`src/rtl/mic_level_pkg.sv`:
```
// Shared widths, state type and arithmetic helpers for the microphone level meter.
package mic_level_pkg;

  localparam int SAMPLE_W = 16;
  localparam int LEVEL_W  = 32;

  typedef enum logic {
    FILL = 1'b0
  } win_state_e;

  // Magnitude of a signed sample, clamping -32768 to 0x7FFF so it fits 15 bits.
  function automatic logic [SAMPLE_W-1:0] sat_abs(input logic signed [SAMPLE_W-1:0] s);
    logic [SAMPLE_W-1:0] mag;
    mag = $unsigned(-s);
    if (!s[SAMPLE_W-1]) return $unsigned(s);
    if (mag[SAMPLE_W-1]) return {1'b0, {(SAMPLE_W-1){1'b1}}};
    return mag;
  endfunction

  function automatic logic [15:0] umax16(input logic [15:0] a, input logic [15:0] b);
    return (a > b) ? a : b;
  endfunction

endpackage

```
`src/rtl/mic_level_meter_if.sv`:
```
// Sample stream in, packed level word out; the meter is the slave side.
interface mic_level_meter_if;
  import mic_level_pkg::*;

  logic signed [SAMPLE_W-1:0] sample_i;
  logic                       sample_valid_i;
  logic                       clear_i;
  logic [LEVEL_W-1:0]         level_o;
  logic                       level_valid_o;

  modport master (
    output sample_i, sample_valid_i, clear_i,
    input  level_o, level_valid_o
  );

  modport slave (
    input  sample_i, sample_valid_i, clear_i,
    output level_o, level_valid_o
  );
endinterface

```
`src/rtl/level_window_acc.sv`:
```
// Window stage: sums magnitudes, tracks the window peak and flags the last sample of each window.
module level_window_acc
  import mic_level_pkg::*;
#(
  parameter int WINDOW_LOG2 = 10
) (
  input  logic                clk,
  input  logic                rst,
  input  logic                clear_i,
  input  logic [SAMPLE_W-1:0] abs_i,
  input  logic                abs_v_i,
  output logic [SAMPLE_W-1:0] mean_abs_o,
  output logic [SAMPLE_W-1:0] win_peak_o,
  output logic                end_o
);

  localparam int ACC_W = SAMPLE_W + WINDOW_LOG2;
  localparam logic [WINDOW_LOG2-1:0] CNT_LAST = '1;

  win_state_e              state_q, state_d;
  logic [ACC_W-1:0]        acc_q, acc_d, acc_sum;
  logic [WINDOW_LOG2-1:0]  cnt_q, cnt_d;
  logic [SAMPLE_W-1:0]     peak_q, peak_d, peak_upd;

  always_comb begin
    // NOTE: every combinational output gets a default first so no path leaves it unassigned (no latch).
    state_d  = state_q;
    acc_d    = acc_q;
    cnt_d    = cnt_q;
    peak_d   = peak_q;
    end_o    = 1'b0;
    acc_sum  = acc_q + ACC_W'(abs_i);
    peak_upd = umax16(peak_q, abs_i);
    // acc_sum never exceeds 2^W * 0x7FFF, so its top 16 bits are the truncated mean.
    mean_abs_o = acc_sum[ACC_W-1:WINDOW_LOG2];
    win_peak_o = peak_upd;

    case (state_q)
      FILL: begin
        if (abs_v_i) begin
          if (cnt_q == CNT_LAST) begin
            end_o   = 1'b1;
            acc_d   = '0;
            cnt_d   = '0;
            peak_d  = '0;
            state_d = FILL;
          end else begin
            acc_d  = acc_sum;
            cnt_d  = cnt_q + WINDOW_LOG2'(1);
            peak_d = peak_upd;
          end
        end
      end
      default: state_d = FILL;
    endcase

    // A restart drops the in-flight sample along with the partial window.
    if (clear_i) begin
      acc_d   = '0;
      cnt_d   = '0;
      peak_d  = '0;
      end_o   = 1'b0;
      state_d = FILL;
    end
  end

  always_ff @(posedge clk) begin
    // NOTE: state registers use non-blocking assignments so every flop samples pre-edge values.
    if (rst) begin
      state_q <= FILL;
      acc_q   <= '0;
      cnt_q   <= '0;
      peak_q  <= '0;
    end else begin
      state_q <= state_d;
      acc_q   <= acc_d;
      cnt_q   <= cnt_d;
      peak_q  <= peak_d;
    end
  end

endmodule

```
`src/rtl/mic_level_meter.sv`:
```
// Windowed loudness meter: mean absolute amplitude plus decaying peak hold, packed into one word per window.
module mic_level_meter
  import mic_level_pkg::*;
#(
  parameter int WINDOW_LOG2 = 10,
  parameter int DECAY_SHIFT = 3
) (
  input  logic              clk,
  input  logic              rst,
  mic_level_meter_if.slave  bus
);

  logic [SAMPLE_W-1:0] abs_q, abs_d;
  logic                abs_v_q, abs_v_d;
  logic [SAMPLE_W-1:0] hold_q, hold_d;
  logic [LEVEL_W-1:0]  level_q, level_d;
  logic                level_valid_q, level_valid_d;

  logic [SAMPLE_W-1:0] mean_abs, win_peak, decayed, new_peak;
  logic                win_end;

  always_comb begin
    abs_d   = abs_q;
    abs_v_d = 1'b0;
    if (bus.sample_valid_i) begin
      abs_d   = sat_abs(bus.sample_i);
      abs_v_d = 1'b1;
    end
    if (bus.clear_i) begin
      abs_d   = '0;
      abs_v_d = 1'b0;
    end
  end

  level_window_acc #(
    .WINDOW_LOG2 (WINDOW_LOG2)
  ) u_window (
    .clk        (clk),
    .rst        (rst),
    .clear_i    (bus.clear_i),
    .abs_i      (abs_q),
    .abs_v_i    (abs_v_q),
    .mean_abs_o (mean_abs),
    .win_peak_o (win_peak),
    .end_o      (win_end)
  );

  always_comb begin
    decayed       = hold_q - (hold_q >> DECAY_SHIFT);
    new_peak      = umax16(win_peak, decayed);
    hold_d        = hold_q;
    level_d       = level_q;
    level_valid_d = 1'b0;
    if (win_end) begin
      hold_d        = new_peak;
      level_d       = {new_peak, mean_abs};
      level_valid_d = 1'b1;
    end
    if (bus.clear_i) begin
      hold_d        = '0;
      level_d       = '0;
      level_valid_d = 1'b0;
    end
  end

  always_ff @(posedge clk) begin
    if (rst) begin
      abs_q         <= '0;
      abs_v_q       <= 1'b0;
      hold_q        <= '0;
      level_q       <= '0;
      level_valid_q <= 1'b0;
    end else begin
      abs_q         <= abs_d;
      abs_v_q       <= abs_v_d;
      hold_q        <= hold_d;
      level_q       <= level_d;
      level_valid_q <= level_valid_d;
    end
  end

  assign bus.level_o       = level_q;
  assign bus.level_valid_o = level_valid_q;

endmodule

```
`src/flat_wrapper.sv`:
```
// flat-port wrapper written by rule: the top's interface ports become plain ports
module mic_level_meter_flat import mic_level_pkg::*;
#(
  parameter int WINDOW_LOG2 = 10,
  parameter int DECAY_SHIFT = 3
)
  (clk, rst, bus_sample_i, bus_sample_valid_i, bus_clear_i, bus_level_o, bus_level_valid_o);
  mic_level_meter_if bus_i ();
  input  logic clk;
  input  logic rst;
  input wire logic [$bits(bus_i.sample_i)-1:0] bus_sample_i;
  input wire logic [$bits(bus_i.sample_valid_i)-1:0] bus_sample_valid_i;
  input wire logic [$bits(bus_i.clear_i)-1:0] bus_clear_i;
  output wire logic [$bits(bus_i.level_o)-1:0] bus_level_o;
  output wire logic [$bits(bus_i.level_valid_o)-1:0] bus_level_valid_o;
  assign bus_i.sample_i = bus_sample_i;
  assign bus_i.sample_valid_i = bus_sample_valid_i;
  assign bus_i.clear_i = bus_clear_i;
  assign bus_level_o = bus_i.level_o;
  assign bus_level_valid_o = bus_i.level_valid_o;
  mic_level_meter #(.WINDOW_LOG2(WINDOW_LOG2), .DECAY_SHIFT(DECAY_SHIFT)) u_core (.clk(clk), .rst(rst), .bus(bus_i));
endmodule
```
`config.mk`:
```
export PLATFORM = sky130hd
export DESIGN_NAME = mic_level_meter_flat
export DESIGN_NICKNAME = d
export VERILOG_FILES = /design/src/rtl/mic_level_pkg.sv /design/src/rtl/mic_level_meter_if.sv /design/src/rtl/level_window_acc.sv /design/src/rtl/mic_level_meter.sv /design/src/flat_wrapper.sv
export SDC_FILE = /design/constraint.sdc
export NUM_CORES = 1
export LEC_CHECK = 0
export ABC_AREA = 1
export BUFFER_PORTS_ARGS = -buffer_cell sky130_fd_sc_hd__clkbuf_2
export CAP_MARGIN = 10
export CORE_ASPECT_RATIO = 2
export CORE_MARGIN = 5
export CORE_UTILIZATION = 50
export CTS_CLUSTER_DIAMETER = 50
export DETAILED_ROUTE_END_ITERATION = 12
export GPL_TIMING_DRIVEN = 1
export PLACE_DENSITY = 0.68
export SLEW_MARGIN = 20
export SYNTH_ARGS = -nofsm -noshare
export SYNTH_HDL_FRONTEND = slang
export SYNTH_SLANG_ARGS = --single-unit
```
`constraint.sdc`:
```
create_clock -name clk -period 3.4 [get_ports clk]
set_input_delay 0 -clock clk [delete_from_list [all_inputs] [get_ports clk]]
set_output_delay 0 -clock clk [all_outputs]
set_load 0.02 [all_outputs]
```
---- Yosys cells after proc, flatten, opt, wreduce, memory -nomap -nowiden ----
Cells that the tools add are included.
word-level totals
  register bits after elaboration ......... 118
  output and inout bits ................... 33
  logic and storage cells ................. 35
  bits of input ports ..................... 20
operators by class
  $add $sub $neg .......................... 4
  order comparisons ....................... 2
  muxes and demuxes ....................... 19
  equality and inequality tests ........... 1
  reductions and logical operators ........ 1
operators with widths
  cell                                            number
  two-way mux 16 bit                              7
  greater-than comparator 16 bit                  2
  adder 26 x 16 -> 26 bit                         1
  two-way mux 26 bit                              1
  negator 16 bit                                  1
  subtractor 16 x 13 -> 16 bit                    1
  adder 10 x 1 -> 10 bit (second input constant)  1
  equality test 10 bit (second input constant)    1
  two-way mux 1 bit                               10
  two-way mux 10 bit                              1
  OR reduction 2 bit                              1

---- Depth between registers and ports, before layout ----
  depth in word-level cells ............... 6
  mapped depth ............................ 30

---- Cells and area by module ----
A second synthesis with hierarchy kept.
second synthesis, totals
  cells, all modules ...................... 1,231
  area, all modules ....................... 7,713.6 µm²
by module, submodules not included
  module            area an instance (µm²)  sequential area each (µm²)  cells an instance  times used
  level_window_acc  4,162.7                 1,041.0                     664                1
  mic_level_meter   3,550.9                 980.9                       567                1

---- Least setup slack after synthesis ----
OpenSTA, ideal clock, no wires.
  kind .................................... reg2reg
  start point ............................. register, netlist name u_core.bus.level_o[16]
  end point ............................... register u_core.level_q[20], in the netlist u_core.bus.level_o[20]
  path slack .............................. 0.308 ns
  arrival ................................. 2.972 ns
  data required time ...................... 3.280 ns
  library setup time ...................... 0.120 ns
  period minus slack after synthesis ...... 3.092 ns
  stages on the path, launching flop included .. 24
  path through ............................ dfxtp_1 -> inv_1 -> ha_1 -> fa_1 -> nand3b_1 -> nand2_1 -> nand2_1 -> nand2_1 -> nand3_1 -> nand2_1 -> nand2_1 -> nand2_1 -> inv_1 -> ha_1 -> nand2_1 -> nor2_1 -> nand2_1 -> inv_1 -> nand2_1 -> a21oi_1 -> buf_2 -> nor2_1 -> nor2_1 -> a21oi_1
RTL lines
  element               RTL line               RTL
  to (signal assigned)  mic_level_meter.sv:77  level_q <= level_d;
  to (decl)             mic_level_meter.sv:16  logic [LEVEL_W-1:0] level_q, level_d;

---- Worst setup path after layout ----
  start point ............................. register u_core.abs_q[7]
  end point ............................... register u_core.level_q[19], in the netlist u_core.bus.level_o[19]
between the ends
  cells in the longest elaborated chain, start to end .. 4
RTL lines
  element                         RTL line               RTL
  from (decl)                     mic_level_meter.sv:13  logic [SAMPLE_W-1:0] abs_q, abs_d;
  from (signal assigned)          mic_level_meter.sv:74  abs_q <= abs_d;
  greater-than comparator 16 bit  mic_level_pkg.sv:21    return (a > b) ? a : b;
  two-way mux 16 bit (*)          mic_level_pkg.sv:21
  greater-than comparator 16 bit  mic_level_pkg.sv:21
  two-way mux 16 bit (*)          mic_level_pkg.sv:21
Every way passes the cells marked *; elsewhere a longest branch is shown, timed or not.
A chain may end at the register's enable or synchronous reset.

==> impl_metrics.json <==
{
  "antenna_found_initial": 0,
  "switchingPower_mw": 1.16,
  "start_kind": "flop",
  "synth_edf_count": 0,
  "coreArea_um2": 14300,
  "fin_nets": 1307,
  "dieArea_um2": 17100,
  "path_buf_inv": 4,
  "synth-async-reset-ratio_pct": 0,
  "finish.instance_area_um2": 8680,
  "totalWireLength_um": 21700,
  "fillers": 1425,
  "start_util_pct": 50.6,
  "grt_usage_pct": 25.4,
  "worst_slack_ps": 52.1,
  "avgSynthCellArea_um2": 6.44,
  "synth-main-ff-cell": "dfxtp_1",
  "place_area_um2": 8030,
  "clock_sinks": 101,
  "ys_seq_elements": 101,
  "rows": 62,
  "viasPerCell": 5.33,
  "synth_top_cell_area_share_pct": 28.0,
  "hold_class": "input port to flop",
  "p_int_mw": 2.45,
  "worst-slew-pin-transition_ps": 919,
  "die_y_um": 180,
  "place.gp.congestion": 0.949,
  "seq_area_um2": 2030,
  "ys_seq_area_share_pct": 28.0,
  "numCtsBuffers": 9,
  "seq_power_share_pct": 33.5,
  "drc": 0,
  "hold_viol": 0,
  "dp_hpwl_um": 16500,
  "max-vdd-ir-drop_mv": 0.259,
  "power.leakage_nw": 4.18,
  "grt_max_degree": 47,
  "crit_path_max_incr_delay_ps": 400,
  "wl_per_cell_um": 15.3,
  "slew_headroom_pct": 38.8,
  "syn-num-nets": 1205,
  "synth.area.top_cells": "dfxtp_1, nand2_1, ha_1",
  "dr.pass1.iters": 4,
  "place_worst_setup_slack_ps": -153,
  "power_mw": 3.61,
  "final_cell_mix": "nand2_1, inv_1, a21oi_1",
  "worstPathMaxFanout": 6,
  "io_pins": 53,
  "ys_types": 47,
  "max_cap_viol_count": 0,
  "synth_area_leader_cell": "dfxtp_1",
  "num_vias": 7567,
  "syn_area_um2": 7220,
  "ys_warn_count": 0,
  "layout-drive-gt1-share_pct": 15.9,
  "sw_frac_of_total_pct": 32.0,
  "crit_family": "simple AND/OR/NAND/NOR gates",
  "cts.reportedPaths.clkPinSlew_ps": 70,
  "num_antenna_cells": 0,
  "multi_input_area_um2": 4630,
  "setup_viol": 0,
  "cpMaxStageDelayCell": "dfxtp_1",
  "maxClockFrequency_ghz": 0.299,
  "status": "finished clean",
  "arrival_ps": 3580,
  "min_period_ps": 3350,
  "netlist_instances": 1122,
  "clock-root-buffer": "clkbuf_16",
  "grt_pass1_vias": 7400,
  "gr-total-overflow": 0,
  "drt_iter0_drc": 326,
  "antenna_left": 0,
  "grt_first_pass_wirelength_um": 34500,
  "p_comb_share_pct": 33.7,
  "cp_cell_sequence": "inv_1 -> ha_1 -> nand2_1 -> a21oi_1 -> nor2_1 -> nand2_1 -> nand2_2 -> nand2_4 -> buf_12 -> nand3_1 -> and2_1 -> ha_1 -> nand2_1 -> nor2_2 -> nand2_2 -> inv_1 -> nand2_2 -> a21oi_4 -> buf_4 -> nor2_1 -> nor2_1 -> a21oi_1",
  "clk_path_buf_depth": 2,
  "fin_worst_skew_ps": 8.66,
  "fin_crit_sh_pct": 98.5,
  "p_per_area_nw_per_um2": 416,
  "critPathRequiredTime_ps": 3630,
  "clock_latency_ps": 340,
  "crit_type": "flop to flop",
  "htree_levels": 3,
  "layout_commonest_cell": "nand2_1",
  "die_w_um": 95.0,
  "portBuffers": 52,
  "syn_to_final_growth_pct": 20.1,
  "pwr-share-clk_pct": 32.9,
  "slew_violations": 0,
  "cts_tree": "built",
  "end_kind": "flop"
}
metal layers:
metal / global-route usage [%] / vias up / share of wire [%] / wire (um)
met4: 14.6 / 0 / 6.3 / 1370
met1: 24.1 / 3480 / 35 / 7600
met5: 0 / - / 0 / 0
met3: 2.85 / 78 / 2.6 / 569
li1: - / 3855 / - / -
met2: 49.4 / 154 / 56 / 12100
logic make-up (layout without fill, tap and decap cells):
group           count (synthesis)  after routing  synth area share [%]
flops                         101            101                  28.0
compound gates                217            217                  16.0
simple gates                  528            528                  31.6
xor+xnor                       23             23                  2.79
buf+inv                       190            295                  10.5
fa+ha+maj                      63             63                  11.1
layout make-up:
type,count,share of cell area (%)
inverter,157,6.82
timing repair buffer,124,9.79
multi-input combinational,831,53.4
sequential,101,23.4
clock inverter,5,1.24
clock buffer,9,2.60
tap,192,2.77
synthesized netlist by cell type, types with 2 or more instances:
cell type	number
buf_1	2
fa_1	2
inv_2	2
nand2_2	3
nor3_1	9
ha_1	61
a21oi_2	2
buf_6	3
dfxtp_1	101
nor2_1	92
nor3_2	2
xor2_1	14
a31oi_1	4
inv_1	153
nor4_1	2
a21o_1	9
clkbuf_1	16
buf_4	2
nand3b_1	13
o22ai_1	2
nand2_1	288
and2_1	15
a21oi_1	126
xnor2_1	9
nand3_1	88
nand4_1	8
o21ai_0	60
o211ai_1	3
buf_2	9
nor3b_1	2
o21ai_1	3
o21bai_1	2
final timing paths:
kind                                                start                         to  slack, ps  cells after the start
worst max-delay path                      u_core.abs_q[7]     u_core.bus.level_o[19]         50                     22
worst max register to register            u_core.abs_q[7]     u_core.bus.level_o[19]         50                     22
worst min register to register  u_core.u_window.acc_q[11]  u_core.u_window.acc_q[11]        470                      2
worst min-delay path                      bus_sample_i[6]            u_core.abs_q[6]         10                      3
power groups by stage:
stage                     combinational [mW]  clock (mW)  sequential (mW)
final                                   1.22        1.19             1.21
after global routing                    1.32        1.25             1.21
after CTS                              0.983        1.21             1.21
after detailed placement               0.956           0             1.23
after global placement                 0.941           0             1.23
after floorplan                        0.555           0             1.23
tightest hold or removal path, cell delays in order:
cell and delay [ps]:
clkbuf_2 110, xor2_1 80, a21oi_1 120
registers in the layout, summed over array words and instances, names as in the netlist:
name and cells:
u_core.abs_q 15, u_core.abs_v_q 1, u_core.bus.level_o 32, u_core.bus.level_valid_o 1
u_core.u_window.acc_q 26, u_core.u_window.cnt_q 10, u_core.u_window.peak_q 16
stage by stage:
| step | std cells | utilization (%) | TNS (ps) | hold WS, ps |
|---|---|---|---|---|
| 3_5_place_dp | 1392 | 56.2 | -1680 | 294 |
| 6_report | 1419 | 60.8 | 0 | 11.7 |
| 2_1_floorplan | 1122 | - | 0 | 151 |
| 4_1_cts | 1411 | 59.0 | 0 | 8.34 |
| 3_3_place_gp | 1392 | 56.2 | -1270 | 283 |
| 5_1_grt | 1419 | 60.8 | -1260 | 30.1 |
timing repair:
action                                 4_1_cts  5_1_grt
endpoints found under the hold margin        5        0
pin swaps                                    0       27
gates cloned                                 0        2
hold buffers                                 5        0
setup endpoints to repair                   16       16
setup buffers                                0        6
gates resized for setup                      4       53
No activity file was read; power rests on OpenSTA's default activity.
